<file path="config.mk">
export PLATFORM = sky130hd
export DESIGN_NAME = wb_queue_flat
export DESIGN_NICKNAME = d
export VERILOG_FILES = /design/src/rtl/wb_pkg.sv /design/src/rtl/wb_queue_if.sv /design/src/rtl/wb_fifo.sv /design/src/rtl/wb_queue.sv /design/src/flat_wrapper.sv
export SDC_FILE = /design/constraint.sdc
export NUM_CORES = 1
export LEC_CHECK = 0
export BUFFER_PORTS_ARGS = -buffer_cell sky130_fd_sc_hd__buf_4
export CAP_MARGIN = 20
export CORE_MARGIN = 1.5
export CORE_UTILIZATION = 51
export CTS_CLUSTER_DIAMETER = 80
export DETAILED_ROUTE_END_ITERATION = 10
export PLACE_DENSITY = 0.75
export SYNTH_ARGS = -nofsm -noshare
export SYNTH_HDL_FRONTEND = slang
export SYNTH_SLANG_ARGS = --single-unit
</file>
<file path="constraint.sdc">
create_clock -name clock_in -period 2.6 [get_ports clock_in]
set_input_delay 0.39 -clock clock_in [delete_from_list [all_inputs] [get_ports clock_in]]
set_output_delay 0.39 -clock clock_in [all_outputs]
set_load 0.05 [all_outputs]
</file>
<file path="src/rtl/wb_pkg.sv">
// rtl/wb_pkg.sv - shared constants and result entry type for the write-back queue
package wb_pkg;
   localparam int REG_ZERO      = 0;
   localparam int DEFAULT_DEPTH = 4;
   localparam int DATA_W        = 32;
   localparam int ADDR_W        = 5;

   typedef struct packed {
      logic [ADDR_W-1:0] reg_idx;
      logic [DATA_W-1:0] data;
   } wb_entry_t;
endpackage

</file>
<file path="src/rtl/wb_queue_if.sv">
// rtl/wb_queue_if.sv - result offer handshake between execute/memory stages and the write-back queue
interface wb_queue_if #(
   parameter int ADDR_W = wb_pkg::ADDR_W,
   parameter int DATA_W = wb_pkg::DATA_W
);
   logic              result_valid;
   logic              result_ready;
   logic [ADDR_W-1:0] result_reg;
   logic [DATA_W-1:0] result_data;

   modport master (
      output result_valid, result_reg, result_data,
      input  result_ready
   );

   modport slave (
      input  result_valid, result_reg, result_data,
      output result_ready
   );
endinterface

</file>
<file path="src/rtl/wb_fifo.sv">
// rtl/wb_fifo.sv - circular result storage with registered full/empty; WB_FORWARD_EN exposes contents
module wb_fifo #(
   parameter int DEPTH = 4,
   parameter int WIDTH = 37
) (
   input  logic                     clk_i,
   input  logic                     rst_ni,
   input  logic                     push_i,
   input  logic [WIDTH-1:0]         wdata_i,
   input  logic                     pop_i,
   output logic [WIDTH-1:0]         head_o,
   output logic                     full_o,
   output logic                     empty_o
`ifdef WB_FORWARD_EN
   ,
   output logic [WIDTH-1:0]         mem_o [DEPTH],
   output logic [$clog2(DEPTH)-1:0] rd_ptr_o,
   output logic [$clog2(DEPTH):0]   count_o
`endif
);
   localparam int PW = $clog2(DEPTH);
   localparam int CW = PW + 1;

   logic [WIDTH-1:0] mem_q [DEPTH];
   logic [PW-1:0]    wr_ptr_q, rd_ptr_q;
   logic [CW-1:0]    count_q, count_d;
   logic             full_q, empty_q;

   // Caller never pushes when full nor pops when empty, so no saturation is needed.
   always_comb begin
      count_d = count_q + CW'(push_i) - CW'(pop_i);
   end

   always_ff @(posedge clk_i) begin
      if (!rst_ni) begin
         wr_ptr_q <= '0;
         rd_ptr_q <= '0;
         count_q  <= '0;
         full_q   <= 1'b0;
         empty_q  <= 1'b1;
      end else begin
         if (push_i) wr_ptr_q <= wr_ptr_q + PW'(1);
         if (pop_i)  rd_ptr_q <= rd_ptr_q + PW'(1);
         count_q <= count_d;
         full_q  <= (count_d == CW'(DEPTH));
         empty_q <= (count_d == '0);
      end
   end

   always_ff @(posedge clk_i) begin
      if (push_i) mem_q[wr_ptr_q] <= wdata_i;
   end

   assign head_o  = mem_q[rd_ptr_q];
   assign full_o  = full_q;
   assign empty_o = empty_q;

`ifdef WB_FORWARD_EN
   assign mem_o    = mem_q;
   assign rd_ptr_o = rd_ptr_q;
   assign count_o  = count_q;
`endif
endmodule

</file>
<file path="src/rtl/wb_queue.sv">
// rtl/wb_queue.sv - write-back queue: result FIFO, register-file write port and pending scoreboard
// Optional WB_FORWARD_EN adds a combinational lookup of queued/in-flight writes.
module wb_queue #(
   parameter int DEPTH  = wb_pkg::DEFAULT_DEPTH,
   parameter int DATA_W = wb_pkg::DATA_W,
   parameter int ADDR_W = wb_pkg::ADDR_W
) (
   input  logic                 clock_in,
   input  logic                 reset_n,
   input  logic                 issue_valid,
   input  logic [ADDR_W-1:0]    issue_reg,
   wb_queue_if.slave            res,
   output logic [ADDR_W-1:0]    writeReg,
   output logic [DATA_W-1:0]    writeData,
   output logic                 regWrite,
   output logic [2**ADDR_W-1:0] busy_mask,
   output logic                 full,
   output logic                 empty
`ifdef WB_FORWARD_EN
   ,
   input  logic [ADDR_W-1:0]    fwd_reg,
   output logic                 fwd_hit,
   output logic [DATA_W-1:0]    fwd_data
`endif
);
   import wb_pkg::*;

   localparam int NREG = 2**ADDR_W;
   localparam int PW   = $clog2(DEPTH);
   localparam int CW   = PW + 1;

   typedef struct packed {
      logic [ADDR_W-1:0] reg_idx;
      logic [DATA_W-1:0] data;
   } entry_t;

   entry_t            head, push_entry;
   logic              accept, push, pop;
   logic [ADDR_W-1:0] write_reg_q;
   logic [DATA_W-1:0] write_data_q;
   logic              reg_write_q;
   logic [NREG-1:0]   busy_q, busy_d;

   assign res.result_ready = ~full;
   assign accept     = res.result_valid & res.result_ready;
   // $zero results are handshaken but never stored.
   assign push       = accept & (res.result_reg != ADDR_W'(REG_ZERO));
   assign pop        = ~empty;
   assign push_entry = '{reg_idx: res.result_reg, data: res.result_data};

`ifdef WB_FORWARD_EN
   logic [$bits(entry_t)-1:0] fifo_mem [DEPTH];
   logic [PW-1:0]             fifo_rd_ptr;
   logic [CW-1:0]             fifo_count;
`endif

   wb_fifo #(
      .DEPTH (DEPTH),
      .WIDTH ($bits(entry_t))
   ) u_fifo (
      .clk_i   (clock_in),
      .rst_ni  (reset_n),
      .push_i  (push),
      .wdata_i (push_entry),
      .pop_i   (pop),
      .head_o  (head),
      .full_o  (full),
      .empty_o (empty)
`ifdef WB_FORWARD_EN
      ,
      .mem_o    (fifo_mem),
      .rd_ptr_o (fifo_rd_ptr),
      .count_o  (fifo_count)
`endif
   );

   always_ff @(posedge clock_in) begin
      if (!reset_n) begin
         write_reg_q  <= '0;
         write_data_q <= '0;
         reg_write_q  <= 1'b0;
      end else if (pop) begin
         write_reg_q  <= head.reg_idx;
         write_data_q <= head.data;
         reg_write_q  <= 1'b1;
      end else begin
         reg_write_q  <= 1'b0;
      end
   end

   // Clear first so a same-cycle issue to the retiring register keeps it busy.
   always_comb begin
      busy_d = busy_q;
      if (pop)         busy_d[head.reg_idx] = 1'b0;
      if (issue_valid) busy_d[issue_reg]    = 1'b1;
      busy_d[REG_ZERO] = 1'b0;
   end

   always_ff @(posedge clock_in) begin
      if (!reset_n) busy_q <= '0;
      else          busy_q <= busy_d;
   end

   assign writeReg  = write_reg_q;
   assign writeData = write_data_q;
   assign regWrite  = reg_write_q;
   assign busy_mask = busy_q;

`ifdef WB_FORWARD_EN
   // Walk oldest to newest so the youngest match overwrites earlier ones.
   always_comb begin
      entry_t        e;
      logic [PW-1:0] idx;
      e        = '0;
      idx      = '0;
      fwd_hit  = 1'b0;
      fwd_data = '0;
      if (reg_write_q && (write_reg_q == fwd_reg)) begin
         fwd_hit  = 1'b1;
         fwd_data = write_data_q;
      end
      for (int i = 0; i < DEPTH; i++) begin
         idx = fifo_rd_ptr + PW'(i);
         e   = fifo_mem[idx];
         if ((CW'(i) < fifo_count) && (e.reg_idx == fwd_reg)) begin
            fwd_hit  = 1'b1;
            fwd_data = e.data;
         end
      end
      if (fwd_reg == ADDR_W'(REG_ZERO)) begin
         fwd_hit  = 1'b0;
         fwd_data = '0;
      end
   end
`endif
endmodule
</file>
<file path="src/flat_wrapper.sv">
// flat-port wrapper written by rule: the top's interface ports become plain ports
module wb_queue_flat import wb_pkg::*;
#(
   parameter int DEPTH  = wb_pkg::DEFAULT_DEPTH,
   parameter int DATA_W = wb_pkg::DATA_W,
   parameter int ADDR_W = wb_pkg::ADDR_W
)
  (clock_in, reset_n, issue_valid, issue_reg, writeReg, writeData, regWrite, busy_mask, full, empty, res_result_valid, res_result_reg, res_result_data, res_result_ready);
  wb_queue_if #(.ADDR_W(ADDR_W), .DATA_W(DATA_W)) res_i ();
  input  logic clock_in;
  input  logic reset_n;
  input  logic issue_valid;
  input  logic [ADDR_W-1:0] issue_reg;
  output logic [ADDR_W-1:0] writeReg;
  output logic [DATA_W-1:0] writeData;
  output logic regWrite;
  output logic [2**ADDR_W-1:0] busy_mask;
  output logic full;
  output logic empty;
  input wire logic [$bits(res_i.result_valid)-1:0] res_result_valid;
  input wire logic [$bits(res_i.result_reg)-1:0] res_result_reg;
  input wire logic [$bits(res_i.result_data)-1:0] res_result_data;
  output wire logic [$bits(res_i.result_ready)-1:0] res_result_ready;
  assign res_i.result_valid = res_result_valid;
  assign res_i.result_reg = res_result_reg;
  assign res_i.result_data = res_result_data;
  assign res_result_ready = res_i.result_ready;
  wb_queue #(.DEPTH(DEPTH), .DATA_W(DATA_W), .ADDR_W(ADDR_W)) u_core (.clock_in(clock_in), .reset_n(reset_n), .issue_valid(issue_valid), .issue_reg(issue_reg), .res(res_i), .writeReg(writeReg), .writeData(writeData), .regWrite(regWrite), .busy_mask(busy_mask), .full(full), .empty(empty));
endmodule
</file>
==> flow_summary.toml <==
[final_layout]
final_common_cell = "edfxtp_1"
final_cell_mix = "edfxtp_1, buf_4, nand2_1"
final_layout_size_suffix_gt1_share_pct = 30.1
nets = 737
n_antenna_cell = 0
area_growth_pct = 21.3

[setup_path]
slowest_delay_ns = 0.38
crit_chain = "clkinvlp_4 -> o311a_1 -> inv_1 -> ha_1 -> inv_1 -> ha_1 -> fa_1 -> xor2_1 -> xnor2_1 -> and2_1 -> nor3b_1"
path_buf_inv = 3
crit_family = "adder cells"
slowest_stage = "fa_1"
cp-start-kind = "flop"
crit_type = "flop to flop"
end_kind = "flop"
crit_fanout = 2
worstPathRequired_ns = 3.02
cp.arrival_ns = 2.75

[synthesis]
ys_seq_elements = 228
ys_seq_area_share_pct = 70.5
synth_warnings = 0
synth_edf_count = 148
netlist_area_um2 = 8570
ys.flop_type = "edfxtp_1"
synth_top_family_by_area = "multiplexers"
synthesis.nets = 615
yosys.area_share.adder_pct = 1.11
synth-simple-area-share_pct = 7.92
synth_cell_types = 37
syn-mean-instance-area_um2 = 15.3
muxShareOfSynthArea_pct = 9.84
synth_xor_area_share_pct = 0.409
async_flop_share_pct = 0
syn_inst = 562
synth-compound-area-share_pct = 8.38

[worst_hold_path]
hold_class = "input port to flop"

[clocking]
path_clk_slew_ns = 0.06
cts.sinks = 228
cts_resized = 0
cts-root-buf = "clkbuf_16"
clk_latency_ns = 0.51
post-cts-setup-buffers = 0
hold_buffers = 0
clockBufferDepth = 3
cts_made_buffers = 23
cts_tree = "yes"
htreeDepth = 1

[routing]
drc = 0
drt_wl_total_um = 17000
vias = 5045
drtIter0Drc = 373
avgRoutedWirePerCell_um = 18.4
antenna_left = 0
firstDrtPassIters = 5
vias_per_cell = 5.48

[sta]
maxSlewViolCount = 0
fmax_mhz = 430
clock_skew_ns = 0.0169
max_slew_margin_pct = 31.5
tns_ns = 0
min_period_ns = 2.33
period_share_pct = 89.5
worst_slew_pin_slew_ns = 1.03
rsz0062_at_grt = "false"
setup_viol = 0
hold_violations = 0

[floorplanning]
die_h_um = 133
die_width_um = 133
rows = 47
ios = 119
start_util_pct = 51.9
die-area_um2 = 17600
coreArea_um2 = 16500

[placed_design]
dp_hpwl_um = 10600
gp_congestion = 0.807
io_buffers = 117

[grt]
grt_pass1_vias = 5172
grt_start_max_net_pins = 79
grt.total_usage_pct = 19.6
grt_antenna_before_repair = 0
grt_pass1_wl_um = 27000
overflow = 0

[pwr]
peakVddDrop_mv = 0.701
power.density_nw_per_um2 = 1050
leakagePower_nw = 3.71
finalPower_mw = 10.9

[run_status]
outcome = "finished clean"

[run]
cap_violations = 0
-- synth_stat cells (2+ instances only) --
library cell | instances | share of area (%)
buf_1 | 5 | 0.22
and3_1 | 4 | 0.29
nor2_1 | 2 | 0.088
ha_1 | 6 | 0.88
dfxtp_1 | 80 | 19
xnor2_1 | 3 | 0.31
nand3b_1 | 4 | 0.35
edfxtp_1 | 148 | 52
buf_2 | 4 | 0.23
or3_1 | 2 | 0.15
or3b_4 | 3 | 0.39
o31ai_2 | 3 | 0.44
nand3_1 | 2 | 0.12
a21boi_1 | 22 | 1.9
nand2_1 | 108 | 4.7
inv_1 | 8 | 0.35
o31ai_1 | 6 | 0.53
and3b_1 | 3 | 0.31
a21boi_0 | 46 | 4.0
nor2b_1 | 2 | 0.15
clkbuf_1 | 16 | 0.70
nor3b_1 | 5 | 0.44
o21ai_1 | 15 | 0.88
o21ai_0 | 8 | 0.47
and2_1 | 9 | 0.66
mux4_2 | 37 | 9.7
-- flip-flops by register name, summed over array words and instances (netlist names), named ones only --
| signal | count |
|---|---|
| u_core.u_fifo.mem_q | 148 |
| u_core.busy_mask | 31 |
| u_core.u_fifo.wr_ptr_q | 2 |
| u_core.u_fifo.empty_o | 1 |
| u_core.writeData | 32 |
| u_core.u_fifo.rd_ptr_q | 2 |
| u_core.u_fifo.full_o | 1 |
| u_core.regWrite | 1 |
| u_core.writeReg | 5 |
| u_core.u_fifo.count_q | 3 |
-- where the power goes --
| part | switching (mW) | internal [mW] |
|---|---|---|
| Clock | 1.31 | 1.81 |
| Sequential | 0.224 | 4.40 |
| Combinational | 2.04 | 1.09 |
-- worst register-to-register path, cell delays in order, from the launching register on --
cell        delay [ns]
dfxtp_2           0.34
clkinvlp_4        0.06
o311a_1           0.17
inv_1             0.05
ha_1              0.26
inv_1             0.04
ha_1              0.19
fa_1              0.38
xor2_1            0.16
xnor2_1           0.19
and2_1            0.17
nor3b_1           0.21
-- final cells by class --
class	instances	area (um2)
fill	1186	6120
multi-input combinational	298	2380
tap	220	275
clock inverter	9	87.6
clock buffer	33	633
timing repair buffer	125	938
sequential	228	6050
inverter	8	33.8
-- stage by stage --
stage | setup WS [ns] | hold WS (ns) | area, um2 | utilization [%] | std cells
floorplan | 0.0583 | 0.489 | 8580 | - | 562
global placement | -0.0222 | 0.461 | 9680 | 58.6 | 879
detailed placement | -0.173 | 0.466 | 9680 | 58.6 | 879
CTS | 0.294 | 0.0555 | 10400 | 62.9 | 921
global route | 0.166 | 0.0577 | 10400 | 62.9 | 921
finish | 0.272 | 0.0733 | 10400 | 62.9 | 921
-- cells by family (layout without fill, tap and decap cells) --
kind of cell | after synthesis | in the layout
mux | 38 | 38
buf+inv | 36 | 175
fa+ha+maj | 7 | 7
simple gates | 147 | 147
flops | 228 | 228
other cells | 1 | 1
compound gates | 101 | 101
xor+xnor | 4 | 4
-- per-layer routing --
layer / track usage (%) / vias to the layer above / wire length [um]
met5: 0 / - / 0
met1: 25.6 / 2504 / 7050
met4: 4.46 / 0 / 295
met3: 3.64 / 30 / 991
li1: - / 2331 / -
met2: 34.5 / 180 / 8650
-- path summary, 6_finish.rpt --
path                                           start                         end  slack, ns  depth (start not counted)
worst max-delay path            u_core.u_fifo.full_o        u_core.u_fifo.full_o       0.27                         11
worst min-delay path             res_result_data[17]  u_core.u_fifo.mem_q[3][17]       0.07                          1
worst max register to register  u_core.u_fifo.full_o        u_core.u_fifo.full_o       0.27                         11
worst min register to register  u_core.writeData[21]        u_core.writeData[21]       0.47                          2
No activity file was read; power rests on OpenSTA's default activity.
